`config.mk`:
```
export PLATFORM = sky130hd
export DESIGN_NAME = pong_game_ctrl
export DESIGN_NICKNAME = d
export VERILOG_FILES = /design/src/rtl/pong_game_ctrl.sv
export SDC_FILE = /design/constraint.sdc
export NUM_CORES = 1
export LEC_CHECK = 0
export ABC_AREA = 1
export CORE_ASPECT_RATIO = 1.1
export CORE_MARGIN = 2
export CORE_UTILIZATION = 51
export DETAILED_ROUTE_END_ITERATION = 7
export PLACE_DENSITY = 0.82
export SETUP_SLACK_MARGIN = 0.05
export SYNTH_ARGS = -nofsm -noshare
export SYNTH_HDL_FRONTEND = slang
export SYNTH_SLANG_ARGS = --single-unit
```
`constraint.sdc`:
```
create_clock -name clk -period 2.03 [get_ports clk]
set_clock_uncertainty 0.15 [all_clocks]
set_input_delay 0.406 -clock clk [delete_from_list [all_inputs] [get_ports clk]]
set_output_delay 0.406 -clock clk [all_outputs]
set_load 0.005 [all_outputs]
```
`src/rtl/pong_game_ctrl.sv`:
```
// Pong game sequencer: decides when the ball/paddle graphics run or freeze,
// keeps the two-digit BCD score and the remaining balls, and times the pause
// after a miss and after game over using the per-frame tick.
//
// Handshake note: there is no valid/ready traffic in this block. frame_tick,
// hit and miss are single-cycle pulses sampled on the rising clock edge, and
// button is a level that is sampled on every edge in which it matters.
module pong_game_ctrl #(
    parameter int LIVES       = 3,
    parameter int WAIT_FRAMES = 120
) (
    input  logic       clk,
    input  logic       reset,
    input  logic       frame_tick,
    input  logic [1:0] button,
    input  logic       hit,
    input  logic       miss,
    output logic       graph_still,
    output logic [1:0] msg_sel,
    output logic [7:0] score_bcd,
    output logic [1:0] lives,
    output logic [1:0] state
);

    // The pause timer has to hold WAIT_FRAMES itself, so it needs
    // clog2(WAIT_FRAMES+1) bits.
    localparam int TW = $clog2(WAIT_FRAMES + 1);
    localparam logic [TW-1:0] TIMER_LOAD = TW'(WAIT_FRAMES);
    localparam logic [TW-1:0] TIMER_ONE  = TW'(1);
    localparam logic [TW-1:0] TIMER_ZERO = '0;

    // The lives counter is only two bits wide. Clamp the reload value into
    // 1..3 so that an out-of-range parameter cannot wrap it.
    localparam int LIVES_CLAMPED = (LIVES < 1) ? 1 : ((LIVES > 3) ? 3 : LIVES);
    localparam logic [1:0] LIVES_INIT = 2'(LIVES_CLAMPED);

    // The encoding is visible on the debug port, so it is fixed explicitly.
    typedef enum logic [1:0] {
        NEWGAME = 2'b00,
        PLAY    = 2'b01,
        NEWBALL = 2'b10,
        OVER    = 2'b11
    } state_t;

    localparam logic [1:0] MSG_SCORE = 2'b00;
    localparam logic [1:0] MSG_START = 2'b01;
    localparam logic [1:0] MSG_OVER  = 2'b10;

    state_t        state_q;
    state_t        state_d;
    logic [1:0]    lives_q;
    logic [1:0]    lives_d;
    logic [7:0]    score_q;
    logic [7:0]    score_d;
    logic [TW-1:0] timer_q;
    logic [TW-1:0] timer_d;
    logic          still_q;
    logic          still_d;
    logic [1:0]    msg_q;
    logic [1:0]    msg_d;
    logic          start_req;
    logic          timer_done;

    // Two-digit BCD increment. Units wrap 9->0 with a carry into the tens,
    // and the tens wrap 9->0, so the score runs 99 -> 00.
    function automatic logic [7:0] bcd_inc(input logic [7:0] s);
        logic [3:0] tens;
        logic [3:0] units;
        tens  = s[7:4];
        units = s[3:0];
        if (units == 4'd9) begin
            units = 4'd0;
            if (tens == 4'd9) begin
                tens = 4'd0;
            end else begin
                tens = tens + 4'd1;
            end
        end else begin
            units = units + 4'd1;
        end
        return {tens, units};
    endfunction

    // Any nonzero button value is a start or serve request.
    assign start_req  = (button != 2'b00);
    assign timer_done = (timer_q == TIMER_ZERO);

    // Next-state logic and datapath updates. A miss beats a hit in the same
    // cycle. A timer load beats a frame_tick in the same cycle, because the
    // tick is only looked at in the pause states and the load happens in PLAY.
    always_comb begin
        state_d = state_q;
        lives_d = lives_q;
        score_d = score_q;
        timer_d = timer_q;
        case (state_q)
            NEWGAME: begin
                if (start_req) begin
                    state_d = PLAY;
                    lives_d = LIVES_INIT;
                    score_d = 8'h00;
                end
            end
            PLAY: begin
                if (miss) begin
                    timer_d = TIMER_LOAD;
                    if (lives_q <= 2'd1) begin
                        lives_d = 2'd0;
                        state_d = OVER;
                    end else begin
                        lives_d = lives_q - 2'd1;
                        state_d = NEWBALL;
                    end
                end else if (hit) begin
                    score_d = bcd_inc(score_q);
                end
            end
            NEWBALL: begin
                // The timer has to run out first. Only then does a held
                // button serve the next ball.
                if (!timer_done) begin
                    if (frame_tick) begin
                        timer_d = timer_q - TIMER_ONE;
                    end
                end else if (start_req) begin
                    state_d = PLAY;
                end
            end
            OVER: begin
                if (!timer_done) begin
                    if (frame_tick) begin
                        timer_d = timer_q - TIMER_ONE;
                    end
                end else begin
                    state_d = NEWGAME;
                end
            end
            default: begin
                state_d = NEWGAME;
            end
        endcase
    end

    // Moore output decode from the next state. It is registered below, so
    // the outputs come straight from flops and always match the state.
    always_comb begin
        still_d = 1'b1;
        msg_d   = MSG_SCORE;
        case (state_d)
            NEWGAME: begin
                still_d = 1'b1;
                msg_d   = MSG_START;
            end
            PLAY: begin
                still_d = 1'b0;
                msg_d   = MSG_SCORE;
            end
            NEWBALL: begin
                still_d = 1'b1;
                msg_d   = MSG_SCORE;
            end
            OVER: begin
                still_d = 1'b1;
                msg_d   = MSG_OVER;
            end
            default: begin
                still_d = 1'b1;
                msg_d   = MSG_START;
            end
        endcase
    end

    // State, datapath and output registers. Reset clears them immediately.
    always_ff @(posedge clk or posedge reset) begin
        if (reset) begin
            state_q <= NEWGAME;
            lives_q <= LIVES_INIT;
            score_q <= 8'h00;
            timer_q <= TIMER_ZERO;
            still_q <= 1'b1;
            msg_q   <= MSG_START;
        end else begin
            state_q <= state_d;
            lives_q <= lives_d;
            score_q <= score_d;
            timer_q <= timer_d;
            still_q <= still_d;
            msg_q   <= msg_d;
        end
    end

    assign graph_still = still_q;
    assign msg_sel     = msg_q;
    assign score_bcd   = score_q;
    assign lives       = lives_q;
    assign state       = state_q;

endmodule

```
==> flow_metrics.py, run 1 <==
metrics = {
    "cts": {
        "clock_latency_ns": 0.30,
        "ctsHoldBuffers": 0,
        "cts.htree.levels": 1,
        "cts_buffer_depth": 2,
        "cts.sinks": 22,
        "cts_tree": "built",
        "cts_root_buffer": "clkbuf_4",
        "clkTransAtPathRegs_ns": 0.12,
        "cts_buffers": 3,
        "ctsResizeCount": 0,
    },
    "synth": {
        "synth_cells": 156,
        "synthesis.nets": 169,
        "syn_area_per_cell_um2": 7.88,
        "synth-seq-cells": 22,
        "synth_top_area_share_pct": 36.6,
        "yosysSeqAreaShare_pct": 45.2,
        "yosysUniqueCellTypes": 24,
        "synth_warnings": 0,
        "synthTopCellsByArea": "dfrtp_1 37%, nand2_1 9.5%, dfstp_2 8.5%",
        "yosysTopAreaCell": "dfrtp_1",
        "synth_area_um2": 1230,
    },
    "placed_design": {
        "numPortBuffers": 21,
        "gp_congestion": 0.789,
        "post-place-ws_ns": 0.194,
        "dp_hpwl_um": 1750,
    },
    "critical_path": {
        "crit_required_ns": 1.47,
        "crit_arrival_ns": 1.36,
        "crit_path_max_fanout": 3,
        "critical-path-max-stage-delay_ns": 0.56,
        "critical_path.n_buffers_inverters": 1,
        "crit_slowest_cell": "dfstp_2",
        "worstSetupStartpointType": "flop",
        "critPathKind": "reg -> out",
        "cp_top_family": "flip-flops",
        "path_cells": "clkdlybuf4s50_1",
        "setup.worst_path.end_class": "output port",
    },
    "hold_path": {
        "hold_class": "in -> async",
    },
    "drt": {
        "wl_per_cell_um": 10.9,
        "routed_wl_um": 2340,
        "vias": 1043,
        "route.detailed.drc": 0,
        "avgViaCountPerCell": 4.87,
        "first_pass_iters": 4,
        "first_iter_violations": 16,
        "ant_nets": 0,
    },
    "power": {
        "powerDensity_nw_per_um2": 1110,
        "p_leak_nw": 0.720,
        "peakVddDrop_v": 0.000654,
    },
    "die": {
        "num_rows": 18,
        "die_h_um": 55.5,
        "die_w_um": 50.8,
        "ios": 22,
        "core-area_um2": 2270,
        "die-area_um2": 2820,
        "initial_core_util_pct": 54.1,
    },
    "layout": {
        "final_common_cell": "nand2_1",
        "antenna_cells": 0,
        "nNetsFinal": 198,
        "area_growth_pct": 24.1,
        "final_cell_mix": "31 x nand2_1, 22 x inv_1, 21 x clkdlybuf4s50_1",
        "drive_gt1_share_pct": 14.7,
    },
    "sta": {
        "period_minus_slack_ns": 1.92,
        "fin_ws_ns": 0.111,
        "final_hold_viol_count": 0,
        "worstMarginPinSlew_ns": 0.289,
        "finalMaxSlewViolations": 0,
        "clock.fmax_mhz": 521,
        "fin_crit_sh_pct": 94.5,
        "relSlewSlack_pct": 80.5,
        "grt_setup_unrepaired": "false",
        "tns_ns": 0,
        "setup_viol": 0,
    },
    "grt": {
        "grt_overflow": 0,
        "grt_pass1_wl_um": 4130,
        "antenna_found_initial": 0,
        "grt_max_degree": 23,
        "grt.total_usage_pct": 18.7,
        "grt_pass1_vias": 1040,
    },
    "outcome": {
        "status": "complete, no violations",
    },
    "job": {
        "max_cap_viol_count": 0,
    },
}
-- per-layer routing --
metal | global-route usage, % | routed length, um | up-vias
li1 | - | - | 549
met1 | 24.6 | 1090 | 477
met2 | 30.8 | 1170 | 15
met3 | 3.78 | 64 | 2
met4 | 6.18 | 15 | 0
met5 | 0 | 0 | -
-- path summary, 6_finish.rpt --
| check | startpoint | end | slack (ns) | cells after the start |
|---|---|---|---|---|
| worst min register to register | timer_q[0] | timer_q[0] | 0.36 | 1 |
| min in group clk | timer_q[0] | timer_q[0] | 0.36 | 1 |
| max in group asynchronous | reset | msg_sel[0] | 1.17 | 3 |
| worst max register to register | timer_q[0] | timer_q[5] | 0.32 | 9 |
| worst max-delay path | lives[0] | lives[0] | 0.11 | 1 |
| worst min-delay path | reset | timer_q[0] | 0.28 | 3 |
-- sequential cells by signal (all words and copies together) (netlist names) --
name and cells:
graph_still 1, state 2, timer_q 7, msg_sel 2
lives 2, score_bcd 8
-- metrics by stage --
step                      instance area (um2)  power, mW  instances  hold WS, ns  util [%]
after floorplan                          1230       1.20        156        0.242         -
after global routing                     1530       1.85        214        0.311      67.1
final                                    1530       1.69        214        0.278      67.1
after detailed placement                 1490       1.47        208        0.348      65.3
after CTS                                1510       1.68        212        0.281      66.4
after global placement                   1490       1.44        208        0.334      65.3
-- where the power goes --
part	internal, mW	switching, mW
combinational	0.357	0.411
sequential	0.593	0.126
clock	0.0764	0.125
-- Yosys cell counts --
cell      count
o31ai_1       1
o21ai_0      13
nor2_1       19
or2_2         2
nor2_2        1
nand2_2       5
a21oi_1       4
nand2_4       2
o21ai_1       3
o21a_1        1
dfrtp_1      18
inv_1        22
xnor2_1       1
nor2_4        1
dfstp_2       4
xor2_1        1
o21bai_1      1
ha_1          6
nand2_1      31
nand3_1      13
nand4_1       1
nand3_2       1
inv_2         4
o21ai_2       1
-- area by class of cell --
type	count	area [um2]
clock buffer	4	26.3
fill	204	748
inverter	26	97.6
multi-input combinational	108	577
sequential	22	556
tap	30	37.5
timing repair buffer	24	233
-- timing repair --
action,4_1_cts,5_1_grt
endpoints found under the hold margin,0,0
setup buffers,0,2
setup endpoints to repair,0,2
-- cells by family after synthesis --
group | after synthesis | synth area share, %
simple gates | 76 | 28.7
buf+inv | 26 | 7.93
compound gates | 24 | 10.7
flops | 22 | 45.2
fa+ha+maj | 6 | 6.10
xor+xnor | 2 | 1.42
No activity file was read; power rests on OpenSTA's default activity.
==> inputs of run 2 (changes only) <==
- CORE_UTILIZATION: 51 -> 60
- DONT_BUFFER_PORTS: default -> 1
- PLACE_DENSITY: 0.82 -> 0.8
- clock period: 2.03 -> 2 ns (I/O delays scaled with it)
==> run 2 against run 1 <==
Compared with the run above:
- sequential power grew 5.4%
- routed wire length shrank 3.0%
- worst setup slack gained 0.15 ns
- sequential share of layout area grew 6.1 points
- die area shrank 14%
- non-clock buffer count shrank 22
- clock power grew 6%
- register-to-register slack lost 0.06 ns
- global-route usage grew 4.9 points
- critical endpoint is now msg_sel[1]
- largest power group is now sequential cells
- highest routed layer unchanged
==> flow_metrics.py, run 2 (same netlist as run 1, synthesis figures left out) <==
metrics = {
    "critical_path": {
        "r2r_cells": 10,
        "timing.rr.start": "timer_q[0]",
        "crit_slowest_cell": "dfrtp_1",
        "critical-path-max-stage-delay_ns": 0.41,
        "setup.worst_path.end_class": "flop",
        "worstSetupStartpointType": "flop",
        "crit_required_ns": 2.10,
        "crit_arrival_ns": 1.84,
        "path_cells": "inv_1 > ha_1 > inv_1 > nor2_1 > nand3_1 > nor2_1 > nand2_1 > nand2_1 > nand2_1 > nor2_1",
        "critical_path.n_buffers_inverters": 2,
        "cp_top_family": "simple AND/OR/NAND/NOR gates",
        "critPathKind": "reg -> reg",
        "r2r_end": "msg_sel[1]",
        "crit_path_max_fanout": 3,
        "ff2ff_setup_slack_ns": 0.26,
    },
    "grt": {
        "antenna_found_initial": 0,
        "grt_pass1_vias": 974,
        "grt_pass1_wl_um": 4040,
        "grt.total_usage_pct": 23.7,
        "grt_overflow": 0,
        "grt_max_degree": 23,
    },
    "drt": {
        "ant_nets": 0,
        "first_pass_iters": 4,
        "wl_per_cell_um": 11.9,
        "routed_wl_um": 2270,
        "avgViaCountPerCell": 5.09,
        "vias": 968,
        "first_iter_violations": 15,
        "route.detailed.drc": 0,
    },
    "layout": {
        "final_cell_mix": "31 x nand2_1, 22 x inv_1, 19 x nor2_1",
        "antenna_cells": 0,
        "largest_reg_flops": 8,
        "nNetsFinal": 176,
        "post-route-cell-area_um2": 1310,
        "final_common_cell": "nand2_1",
        "drive_gt1_share_pct": 15.4,
        "area_growth_pct": 6.41,
    },
    "die": {
        "core-area_um2": 1980,
        "ios": 22,
        "die-area_um2": 2430,
        "die_w_um": 47.2,
        "die_h_um": 51.5,
        "num_rows": 17,
        "initial_core_util_pct": 62.2,
    },
    "cts": {
        "cts_buffers": 3,
        "cts_tree": "built",
        "cts.sinks": 22,
        "clkTransAtPathRegs_ns": 0.11,
        "cts_root_buffer": "clkbuf_4",
        "cts.htree.levels": 1,
        "clock_latency_ns": 0.31,
        "cts_buffer_depth": 2,
        "cts_setup_buffers": 0,
    },
    "sta": {
        "finalMaxSlewViolations": 0,
        "fin_crit_sh_pct": 87.1,
        "worstMarginPinSlew_ns": 0.305,
        "period_minus_slack_ns": 1.74,
        "relSlewSlack_pct": 79.5,
        "clock.fmax_mhz": 574,
        "tns_ns": 0,
        "grt_setup_unrepaired": "false",
        "final_hold_viol_count": 0,
        "fin_hold_ws_ns": 0.195,
        "setup_viol": 0,
        "fin_ws_ns": 0.258,
    },
    "hold_path": {
        "holdPathEnd": "lives[1]",
        "hold_class": "in -> reg",
        "hold_depth": 4,
        "hp-start": "button[1]",
    },
    "job": {
        "max_cap_viol_count": 0,
    },
    "power": {
        "peakVddDrop_v": 0.000923,
        "p_total_mw": 1.56,
        "p_leak_nw": 0.634,
        "powerDensity_nw_per_um2": 1190,
    },
    "placed_design": {
        "placedInstanceArea_um2": 1270,
        "dp_hpwl_um": 1730,
        "post-place-ws_ns": 0.287,
        "gp_congestion": 0.814,
        "numPortBuffers": 0,
    },
    "outcome": {
        "status": "complete, no violations",
    },
}
## run 2: changes by cell type in the layout (fill, tap and decap cells not counted)
cell,delta
clkdlybuf4s50_1,-21
buf_4,-2
dlygate4sd3_1,+1
## run 2: report_power, final
group	switching (mW)	internal [mW]	total [mW]	leakage (nW)
logic	0.374	0.216	0.589	0.359
registers	0.156	0.603	0.758	0.260
clock network	0.135	0.0780	0.213	0.0150
total	0.664	0.896	1.56	0.634
## run 2: worst max path at each step
stage / startpoint / end / slack (ns) / cells after the start
floorplan: timer_q[0] / timer_q[5] / 0.54 / 9
global placement: timer_q[1] / msg_sel[1] / 0.46 / 10
detailed placement: timer_q[0] / msg_sel[1] / 0.29 / 10
CTS: timer_q[0] / msg_sel[1] / 0.27 / 10
global route: timer_q[0] / msg_sel[1] / 0.10 / 10
finish: timer_q[0] / msg_sel[1] / 0.26 / 10
## run 2: timing repair
action                    in CTS  in global routing
gates resized for setup        0                  0
hold buffers                   1                  0
hold endpoints to repair      18                  0
## run 2: worst register-to-register path: cells and delay by family (launching register included)
family                     cells  cell delay [ns]
and+or+nand+nor                7             0.82
DFF                            1             0.41
adders and majority gates      1             0.16
buffers and inverters          2             0.15
## run 2: layout make-up
type                    instances  area (um2)
inverters                      26        97.6
repair buffers                  2        17.5
flip-flops and latches         22         556
multi-input cells             108         577
fillers                       163         669
well taps                      28        35.0
clock buffers                   4        26.3
## run 2: stage by stage
| step | utilization [%] | std cells |
|---|---|---|
| 4_1_cts | 66.2 | 190 |
| 3_3_place_gp | 64.3 | 185 |
| 6_report | 66.2 | 190 |
| 2_1_floorplan | - | 156 |
| 3_5_place_dp | 64.3 | 185 |
| 5_1_grt | 66.2 | 190 |
## run 2: per-layer routing
| layer | track usage (%) | part of all wire, % | vias up |
|---|---|---|---|
| met5 | 0 | 0 | - |
| met4 | 12.0 | 2.1 | 0 |
| met3 | 4.24 | 3.3 | 5 |
| met2 | 36.3 | 50 | 20 |
| met1 | 31.3 | 45 | 442 |
| li1 | - | - | 501 |
==> inputs of run 3 (changes only) <==
- CORE_UTILIZATION: 60 -> 55
- CTS_CLUSTER_SIZE: default -> 8
- PLACE_DENSITY: 0.8 -> 0.77
- SLEW_MARGIN: default -> 20
- clock period: 2 -> 1.45 ns (I/O delays scaled with it)
==> run 3 against run 2 <==
Compared with the run above:
- the run now ends with negative setup slack left
- utilization is 15 points higher
- clock-buffer cell count stayed put
- final area is 28% higher
- worst hold slack worse by 0.17 ns
- clock power is 62% higher
- die area is 8.3% higher
==> flow_metrics.py, run 3 (same netlist as run 1, synthesis figures left out) <==
metrics = {
    "outcome": {
        "status": "finished with violations",
        "violations": "negative setup slack",
    },
    "die": {
        "die_h_um": 53.6,
        "initial_core_util_pct": 59.6,
        "die_w_um": 49.1,
        "core-area_um2": 2060,
        "ios": 22,
        "die-area_um2": 2630,
        "num_rows": 17,
    },
    "critical_path": {
        "critPathKind": "reg -> reg",
        "crit_required_ns": 1.55,
        "worstSetupStartpointType": "flop",
        "setup.worst_path.end_class": "flop",
        "crit_path_max_fanout": 3,
        "crit_arrival_ns": 1.60,
    },
    "sta": {
        "setup_viol": 14,
        "tns_ns": -0.342,
        "period_minus_slack_ns": 1.50,
        "fin_crit_sh_pct": 103,
        "worstMarginPinSlew_ns": 0.300,
        "clock.fmax_mhz": 669,
        "relSlewSlack_pct": 80.0,
        "finalMaxSlewViolations": 0,
        "final_hold_viol_count": 0,
        "fin_ws_ns": -0.0453,
        "grt_setup_unrepaired": "true",
    },
    "drt": {
        "first_pass_iters": 4,
        "avgViaCountPerCell": 5.26,
        "dr_wl_met3_um": 60,
        "routed_wl_um": 2940,
        "routed.top_layer": "met4",
        "wl_per_cell_um": 14.0,
        "drt-met1-wl_um": 1230,
        "first_iter_violations": 21,
        "ant_nets": 0,
        "route.detailed.drc": 0,
        "vias": 1105,
        "route.met2.wl_um": 1610,
    },
    "cts": {
        "cts_root_buffer": "clkbuf_4",
        "clkTransAtPathRegs_ns": 0.12,
        "cts_buffer_depth": 2,
        "clock_latency_ns": 0.31,
        "cts.sinks": 22,
        "cts_buffers": 3,
        "cts.htree.levels": 1,
        "cts_tree": "built",
    },
    "grt": {
        "antenna_found_initial": 0,
        "grt.total_usage_pct": 23.9,
        "grt_max_degree": 23,
        "grt_pass1_wl_um": 4680,
        "grt_overflow": 0,
        "grt_pass1_vias": 1104,
    },
    "layout": {
        "utilization_pct": 81.1,
        "final_common_cell": "nand2_1",
        "final_cell_mix": "22 x nand2_1, 18 x inv_1, 16 x nor2_1, 16 x dfrtp_1, 15 x buf_4",
        "largest_reg_flops": 8,
        "antenna_cells": 0,
        "drive_gt1_share_pct": 41.8,
        "fillerInstances": 126,
        "area_growth_pct": 36.0,
        "nNetsFinal": 196,
    },
    "power": {
        "p_leak_nw": 0.771,
        "powerDensity_nw_per_um2": 1730,
        "peakVddDrop_v": 0.00138,
    },
    "placed_design": {
        "dp_hpwl_um": 1760,
        "gp_congestion": 0.837,
        "numPortBuffers": 0,
    },
    "job": {
        "max_cap_viol_count": 0,
    },
    "hold_path": {
        "hold_class": "in -> reg",
    },
}
-- run 3: power breakdown --
part           switching, mW  leakage [nW]  internal (mW)
clock network          0.192        0.0210          0.153
registers              0.197         0.259          0.836
logic                  0.853         0.491          0.667
total                   1.24         0.771           1.66
-- run 3: worst paths after layout --
path | cells past startpoint | start | slack, ns | endpoint
setup reg to reg | 10 | timer_q[0] | -0.05 | msg_sel[1]
min in group asynchronous | 3 | reset | 0.30 | timer_q[5]
hold reg to reg | 2 | lives[1] | 0.39 | lives[1]
setup / recovery | 10 | timer_q[0] | -0.05 | msg_sel[1]
max in group asynchronous | 3 | reset | 0.58 | msg_sel[0]
hold / removal | 3 | miss | 0.02 | lives[0]
-- run 3: cell type report --
type	count	area (um2)	share of cell area, %
sequential	22	558	33.4
clock buffer	4	36.3	2.17
tap	28	35.0	2.09
multi-input combinational	108	748	44.7
inverter	26	105	6.28
timing repair buffer	22	190	11.4
-- run 3: what timing repair did --
item                                    in CTS  in global routing
hold buffers                                 1                  0
setup buffers                                4                  3
endpoints found under the hold margin       18                  0
pin swaps                                   13                 12
cloned                                       0                  0
resized for setup                           21                 38
endpoints found under the setup margin      19                 25
-- run 3: per-layer routing --
layer,global-route usage (%),vias to the layer above
li1,-,543
met1,27.5,535
met2,42.6,23
met3,4.44,4
met4,13.8,0
met5,0,-
-- run 3: critical path, cell delays in order (launching register included) --
cell and delay (ns):
dfrtp_1 0.41, inv_2 0.08, ha_4 0.12, inv_2 0.04, nor2_4 0.10, nand3_4 0.11
nor2_4 0.14, nand2_1 0.07, nand2_2 0.08, nand2_2 0.05, nor2_1 0.09
-- run 3: through the flow --
step / hold slack, ns / instances / instance area (um2) / worst slack, ns / power (mW)
finish: 0.0244 / 210 / 1670 / -0.0453 / 2.90
global route: 0.0511 / 210 / 1670 / -0.149 / 3.13
CTS: 0.0800 / 207 / 1530 / -0.0533 / 2.61
detailed placement: 0.0840 / 198 / 1380 / -0.0974 / 2.07
global placement: 0.0804 / 198 / 1380 / -0.0280 / 2.01
floorplan: 0.126 / 156 / 1230 / 0.0124 / 1.69
